### src/rtl/jfpjc_pkg.sv
// Shared JPEG front-end constants: image geometry, EBR bank layout and the row-reader state set.
// The camera ingester imports the same package so both sides agree on the MCU-to-EBR address mapping.
package jfpjc_pkg;

    localparam int WIDTH_PIX     = 320;
    localparam int HEIGHT_PIX    = 240;
    localparam int NUM_EBR       = 5;
    localparam int EBR_SIZE      = 512;
    localparam int MCU_BYTES     = 64;
    localparam int MCUS_PER_ROW  = WIDTH_PIX / 8;
    localparam int SLOTS_PER_EBR = MCUS_PER_ROW / NUM_EBR;

    typedef enum logic [1:0] {
        ST_IDLE  = 2'd0,
        ST_READ  = 2'd1,
        ST_DRAIN = 2'd2
    } row_state_e;

    // MCU m sits in EBR (m mod NUM_EBR) at slot (m / NUM_EBR), 64 bytes per slot.
    function automatic logic [8:0] ebr_addr(input logic [2:0] slot,
                                            input logic [2:0] py,
                                            input logic [2:0] px);
        return {slot, py, px};
    endfunction

endpackage

### src/rtl/sync_fifo2.sv
// Two-entry valid/ready FIFO with a registered head; the producer must only push when a slot
// is free (the row reader's read-credit logic guarantees that).
module sync_fifo2 #(
    parameter int WIDTH = 10
) (
    input  logic             clock,
    input  logic             reset,
    input  logic             flush,
    input  logic             in_valid,
    input  logic [WIDTH-1:0] in_data,
    output logic             out_valid,
    output logic [WIDTH-1:0] out_data,
    input  logic             out_ready,
    output logic [1:0]       count
);

    logic [WIDTH-1:0] head_r;
    logic [WIDTH-1:0] tail_r;
    logic [1:0]       count_r;
    logic             pop_s;

    assign pop_s     = (count_r != 2'd0) && out_ready;
    assign out_valid = (count_r != 2'd0);
    assign out_data  = head_r;
    assign count     = count_r;

    // Entry storage and occupancy; head always holds the oldest byte.
    always_ff @(posedge clock or posedge reset) begin
        if (reset) begin
            head_r  <= '0;
            tail_r  <= '0;
            count_r <= 2'd0;
        end else if (flush) begin
            head_r  <= '0;
            tail_r  <= '0;
            count_r <= 2'd0;
        end else begin
            case (count_r)
                2'd0: begin
                    if (in_valid) begin
                        head_r  <= in_data;
                        count_r <= 2'd1;
                    end
                end
                2'd1: begin
                    case ({in_valid, pop_s})
                        2'b11:   head_r <= in_data;
                        2'b10: begin
                            tail_r  <= in_data;
                            count_r <= 2'd2;
                        end
                        2'b01:   count_r <= 2'd0;
                        default: count_r <= count_r;
                    endcase
                end
                2'd2: begin
                    if (pop_s) begin
                        head_r <= tail_r;
                        if (in_valid) begin
                            tail_r <= in_data;
                        end else begin
                            count_r <= 2'd1;
                        end
                    end
                end
                default: count_r <= 2'd0;
            endcase
        end
    end

endmodule

### src/rtl/mcu_row_reader.sv
// Reads one completed MCU row from the back EBR bank and streams it as 40 MCUs of 64 raster-order
// bytes with first/last/row-last framing; a bank flip mid-row flags a sticky overrun and restarts.
module mcu_row_reader
    import jfpjc_pkg::*;
(
    input  logic       clock,
    input  logic       reset,
    input  logic       frontbuffer_select,
    output logic       ebr_bank_select,
    output logic [2:0] ebr_block_select,
    output logic [8:0] ebr_read_addr,
    output logic       ebr_rden,
    input  logic [7:0] ebr_rdata,
    output logic [7:0] out_pixval,
    output logic       out_valid,
    input  logic       out_ready,
    output logic       out_mcu_first,
    output logic       out_mcu_last,
    output logic       out_row_last,
    output logic       overrun,
    input  logic       overrun_clear
);

    row_state_e  state_r;
    logic        fb_prev_r;
    logic        bank_r;
    logic [2:0]  px_r;
    logic [2:0]  py_r;
    logic [2:0]  ebr_idx_r;
    logic [2:0]  slot_r;
    logic        rdv_r;
    logic        tag_first_r;
    logic        tag_last_r;
    logic        overrun_r;
    logic [5:0]  mcu_out_r;

    logic        toggle_s;
    logic        pop_s;
    logic        credit_s;
    logic        issue_s;
    logic        last_read_s;
    logic [1:0]  fifo_count_s;
    logic        fifo_valid_s;
    logic [9:0]  fifo_data_s;

    assign toggle_s    = (frontbuffer_select != fb_prev_r);
    assign pop_s       = fifo_valid_s && out_ready;
    // A slot must exist for every read already issued, counting the byte leaving this cycle.
    assign credit_s    = (({1'b0, fifo_count_s} + {2'b00, rdv_r}) < (3'd2 + {2'b00, pop_s}));
    assign issue_s     = (state_r == ST_READ) && credit_s && !toggle_s;
    assign last_read_s = (px_r == 3'd7) && (py_r == 3'd7)
                         && (ebr_idx_r == 3'(NUM_EBR - 1))
                         && (slot_r == 3'(SLOTS_PER_EBR - 1));

    assign ebr_bank_select  = bank_r;
    assign ebr_block_select = ebr_idx_r;
    assign ebr_read_addr    = ebr_addr(slot_r, py_r, px_r);
    assign ebr_rden         = issue_s;
    assign overrun          = overrun_r;
    assign out_valid        = fifo_valid_s;
    assign out_pixval       = fifo_data_s[7:0];
    assign out_mcu_first    = fifo_data_s[9];
    assign out_mcu_last     = fifo_data_s[8];
    assign out_row_last     = fifo_valid_s && fifo_data_s[8]
                              && (mcu_out_r == 6'(MCUS_PER_ROW - 1));

    // Row sequencer: toggle detection, bank latch, read counters, overrun flag and MCU tracking.
    always_ff @(posedge clock or posedge reset) begin
        if (reset) begin
            state_r     <= ST_IDLE;
            fb_prev_r   <= 1'b0;
            bank_r      <= 1'b0;
            px_r        <= 3'd0;
            py_r        <= 3'd0;
            ebr_idx_r   <= 3'd0;
            slot_r      <= 3'd0;
            rdv_r       <= 1'b0;
            tag_first_r <= 1'b0;
            tag_last_r  <= 1'b0;
            overrun_r   <= 1'b0;
            mcu_out_r   <= 6'd0;
        end else begin
            fb_prev_r <= frontbuffer_select;
            if (toggle_s && (state_r != ST_IDLE)) begin
                overrun_r <= 1'b1;
            end else if (overrun_clear) begin
                overrun_r <= 1'b0;
            end
            if (toggle_s) begin
                state_r   <= ST_READ;
                bank_r    <= ~frontbuffer_select;
                px_r      <= 3'd0;
                py_r      <= 3'd0;
                ebr_idx_r <= 3'd0;
                slot_r    <= 3'd0;
                rdv_r     <= 1'b0;
                mcu_out_r <= 6'd0;
            end else begin
                rdv_r <= issue_s;
                if (issue_s) begin
                    tag_first_r <= (px_r == 3'd0) && (py_r == 3'd0);
                    tag_last_r  <= (px_r == 3'd7) && (py_r == 3'd7);
                    px_r        <= px_r + 3'd1;
                    if (px_r == 3'd7) begin
                        py_r <= py_r + 3'd1;
                        if (py_r == 3'd7) begin
                            if (ebr_idx_r == 3'(NUM_EBR - 1)) begin
                                ebr_idx_r <= 3'd0;
                                slot_r    <= slot_r + 3'd1;
                            end else begin
                                ebr_idx_r <= ebr_idx_r + 3'd1;
                            end
                        end
                    end
                end
                if (pop_s && fifo_data_s[8]) begin
                    mcu_out_r <= mcu_out_r + 6'd1;
                end
                case (state_r)
                    ST_IDLE:  state_r <= ST_IDLE;
                    ST_READ: begin
                        if (issue_s && last_read_s) begin
                            state_r <= ST_DRAIN;
                        end
                    end
                    ST_DRAIN: begin
                        if ((fifo_count_s == 2'd0) && !rdv_r) begin
                            state_r <= ST_IDLE;
                        end
                    end
                    default:  state_r <= ST_IDLE;
                endcase
            end
        end
    end

    sync_fifo2 #(.WIDTH(10)) u_fifo (
        .clock     (clock),
        .reset     (reset),
        .flush     (toggle_s),
        .in_valid  (rdv_r),
        .in_data   ({tag_first_r, tag_last_r, ebr_rdata}),
        .out_valid (fifo_valid_s),
        .out_data  (fifo_data_s),
        .out_ready (out_ready),
        .count     (fifo_count_s)
    );

endmodule
### config.mk
export PLATFORM = sky130hd
export DESIGN_NAME = mcu_row_reader
export DESIGN_NICKNAME = d
export VERILOG_FILES = /design/src/rtl/jfpjc_pkg.sv /design/src/rtl/sync_fifo2.sv /design/src/rtl/mcu_row_reader.sv
export SDC_FILE = /design/constraint.sdc
export NUM_CORES = 1
export LEC_CHECK = 0
export BUFFER_PORTS_ARGS = -buffer_cell sky130_fd_sc_hd__clkbuf_2
export CAP_MARGIN = 30
export CORE_MARGIN = 8
export CORE_UTILIZATION = 50
export CTS_BUF_LIST = sky130_fd_sc_hd__clkbuf_16
export CTS_CLUSTER_SIZE = 20
export DETAILED_ROUTE_END_ITERATION = 8
export PLACE_DENSITY = 0.78
export SKIP_LAST_GASP = 1
export SLEW_MARGIN = 20
export SYNTH_ARGS = -nofsm -noshare
export SYNTH_HDL_FRONTEND = slang
export SYNTH_SLANG_ARGS = --single-unit
### constraint.sdc
create_clock -name clock -period 2 [get_ports clock]
set_input_delay 0.3 -clock clock [delete_from_list [all_inputs] [get_ports clock]]
set_output_delay 0.3 -clock clock [all_outputs]
set_load 0.01 [all_outputs]
==> flow_summary.toml <==
[grt]
grt_pass1_vias = 2164
grt_use_total = 0.152
antenna_found_initial = 0
grt_pass1_wl_um = 9490
grt_overflow = 0
grt_max_degree = 33

[floorplanning]
core_um2 = 5110
start_util = 0.516
row_count = 26
die_y_um = 88.6
die_w_um = 88.6
io_pins = 40
dieArea_um2 = 7860

[yosys]
synth_most_common_cell = "dfrtp_1"
async_flop_share = 1.00
synth-edff-count = 0
synth_warnings = 0
mappedNetlistArea_um2 = 2640
yosysTopAreaCell = "dfrtp_1"
synth_cell_types = 42
yosys-top-cells-area = "dfrtp_1 46%, ha_1 9.5%, mux2i_1 8.3%"
syn_avg_cell_area_um2 = 9.99
syn-instance-count = 264
ys_ff_latch = 48
synth-seq-area-share = 0.455
syn-num-nets = 297
synthFlopType = "dfrtp_1"
yosysTopAreaCellShare = 0.455
synth_common_cells = "48 x dfrtp_1, 32 x nor2_1, 22 x mux2i_1"

[critical_path]
crit_path_start = "u_fifo.count[0]"
timing.rr.end = "u_fifo.tail_r[6]"
rr_worst_depth = 10
cp.required_ps = 2160
r2r_start = "u_fifo.count[0]"
crit_path_end = "u_fifo.tail_r[6]"
worstSetupEndpointType = "flip-flop"
cp_data_arrival_time_ps = 2150
cp_max_fo = 5
r2r_slack_ps = 7
startpoint_type = "flip-flop"
path_class = "flip-flop to flip-flop"

[clocking]
cts-root-buf = "clkbuf_16"
cts_max_path_buffers = 2
cts_tree = "built"
cts_buffers = 5
clk_pin_slew_ps = 60
clkSinkCount = 48
htreeDepth = 2
worst_skew_pair.late_latency_ps = 280

[cells_and_area]
design_area_um2 = 3280
nFillCells = 408
syn_to_final_growth_pct = 24.4
layout-drive-gt1-share = 0.275
antenna_cells = 0
final_nets = 352

[detailed_routing]
ant_nets = 0
drt_iter0_drc = 69
vias_per_cell = 5.27
wl_um = 5690
drt_first_pass_iters = 4
wl_per_cell_um = 14.6
vias = 2054
drc = 0

[power]
intPower_mw = 2.44
cellPowerDensity_nw_per_um2 = 1190
ir_drop_uv = 669
switching_power_mw = 1.48
combPwrFrac = 0.475
seqPwrFrac = 0.324
p_leak_nw = 1.59
pwr-share-clk = 0.200
swShare = 0.378

[place]
dp_hpwl_um = 3970
place_ws_ps = 57.3
gp_congestion = 0.777
place_area_um2 = 2970
io_buffers = 39

[timing]
maxSlewViolCount = 0
tightestPinTransition_ps = 407
skew_ps = 6.45
setup_slack_ps = 6.87
period_share = 0.997
finalSetupTns_ps = 0
fmax_mhz = 502
maxSlewHeadroom = 0.729
final_hold_viol_count = 0
fin_crit_ps = 1990
rsz0062_at_grt = "yes"
finalSetupViolCount = 0

[run_status]
outcome = "finished, final reports clean"

[min_path]
hp-class = "input pin to flip-flop"

[flow_run]
max_cap_violations = 0
metal layers:
metal | GRT usage | wire length, µm | vias to the layer above
met4 | 0.0445 | 66 | 0
met1 | 0.183 | 2510 | 995
li1 | - | - | 1021
met3 | 0.0334 | 222 | 7
met5 | 0 | 0 | -
met2 | 0.262 | 2890 | 31
sequential cells by signal, summed over array words and instances (netlist names), 2 cells and up:
signal	count
u_fifo.out_data	10
u_fifo.count	2
state_r	2
ebr_block_select	3
u_fifo.tail_r	10
px_r	3
mcu_out_r	6
py_r	3
slot_r	3
area by class of cell:
cell class | instances | area [µm²] | share of cell area
clock inverter | 3 | 15.0 | 0.00457
inverter | 15 | 56.3 | 0.0172
timing repair buffer | 59 | 365 | 0.111
multi-input combinational | 190 | 1430 | 0.436
clock buffer | 5 | 125 | 0.0381
sequential | 48 | 1200 | 0.366
tap | 70 | 87.6 | 0.0267
worst max-delay path, cell delays in order (launching register included):
cell and delay (ps):
dfrtp_1 430, inv_2 110, ha_4 130, and2b_2 250, inv_2 80, ha_4 130
mux2i_1 90, a21oi_2 190, buf_6 160, mux2i_1 230, nor2_1 70
layout by cell type (no fill, tap or decap), types with 3 or more instances in the layout:
master	count
a21oi_1	19
and3_1	3
buf_4	16
buf_6	4
clkbuf_16	5
clkbuf_2	38
dfrtp_1	48
ha_1	15
ha_4	4
inv_1	13
inv_2	3
mux2i_1	22
nand2_1	20
nand2b_1	5
nand3_1	6
nand4_1	4
nor2_1	32
o21ai_0	16
xnor2_1	3
xor2_1	4
repair_timing:
item / CTS / global route
hold buffers: 1 / 0
resized for setup: 8 / 17
hold endpoints to repair: 15 / 0
cloned: 0 / 1
setup endpoints to repair: 1 / 20
pin swaps: 3 / 11
setup buffers: 5 / 1
stage by stage:
stage	power (mW)	hold WS, ps	std cells	util
after floorplan	2.43	331	264	-
after global placement	2.81	266	375	0.581
after detailed placement	2.84	270	375	0.581
after CTS	3.76	198	389	0.627
after global routing	4.20	193	390	0.643
final	3.92	200	390	0.643
power by group through the flow:
stage                     clock [mW]  combinational, mW  sequential [mW]
after detailed placement           0               1.56             1.28
after CTS                      0.803               1.70             1.26
after floorplan                    0               1.11             1.31
final                          0.785               1.86             1.27
after global placement             0               1.54             1.27
after global routing           0.840               2.07             1.30
cell families (layout without fill, tap and decap cells):
kind of cell | Yosys count | after routing | synth area share
DFF | 48 | 48 | 0.455
and+or+nand+nor | 87 | 87 | 0.166
adders and majority gates | 21 | 21 | 0.0987
AOI/OAI and AO/OA | 49 | 49 | 0.115
xor gates and xnor gates | 9 | 9 | 0.0299
buffers and inverters | 26 | 82 | 0.0432
muxes | 24 | 24 | 0.0920
how the worst min path moves through the flow:
stage / endpoint / startpoint / depth (start not counted) / slack (ps)
6_report: fb_prev_r / frontbuffer_select / 1 / 200
5_1_grt: fb_prev_r / frontbuffer_select / 1 / 190
4_1_cts: fb_prev_r / frontbuffer_select / 1 / 200
3_5_place_dp: u_fifo.tail_r[5] / reset / 2 / 270
3_3_place_gp: u_fifo.tail_r[5] / reset / 2 / 270
2_1_floorplan: fb_prev_r / frontbuffer_select / 0 / 330
Power figures use the tool's default switching activity.
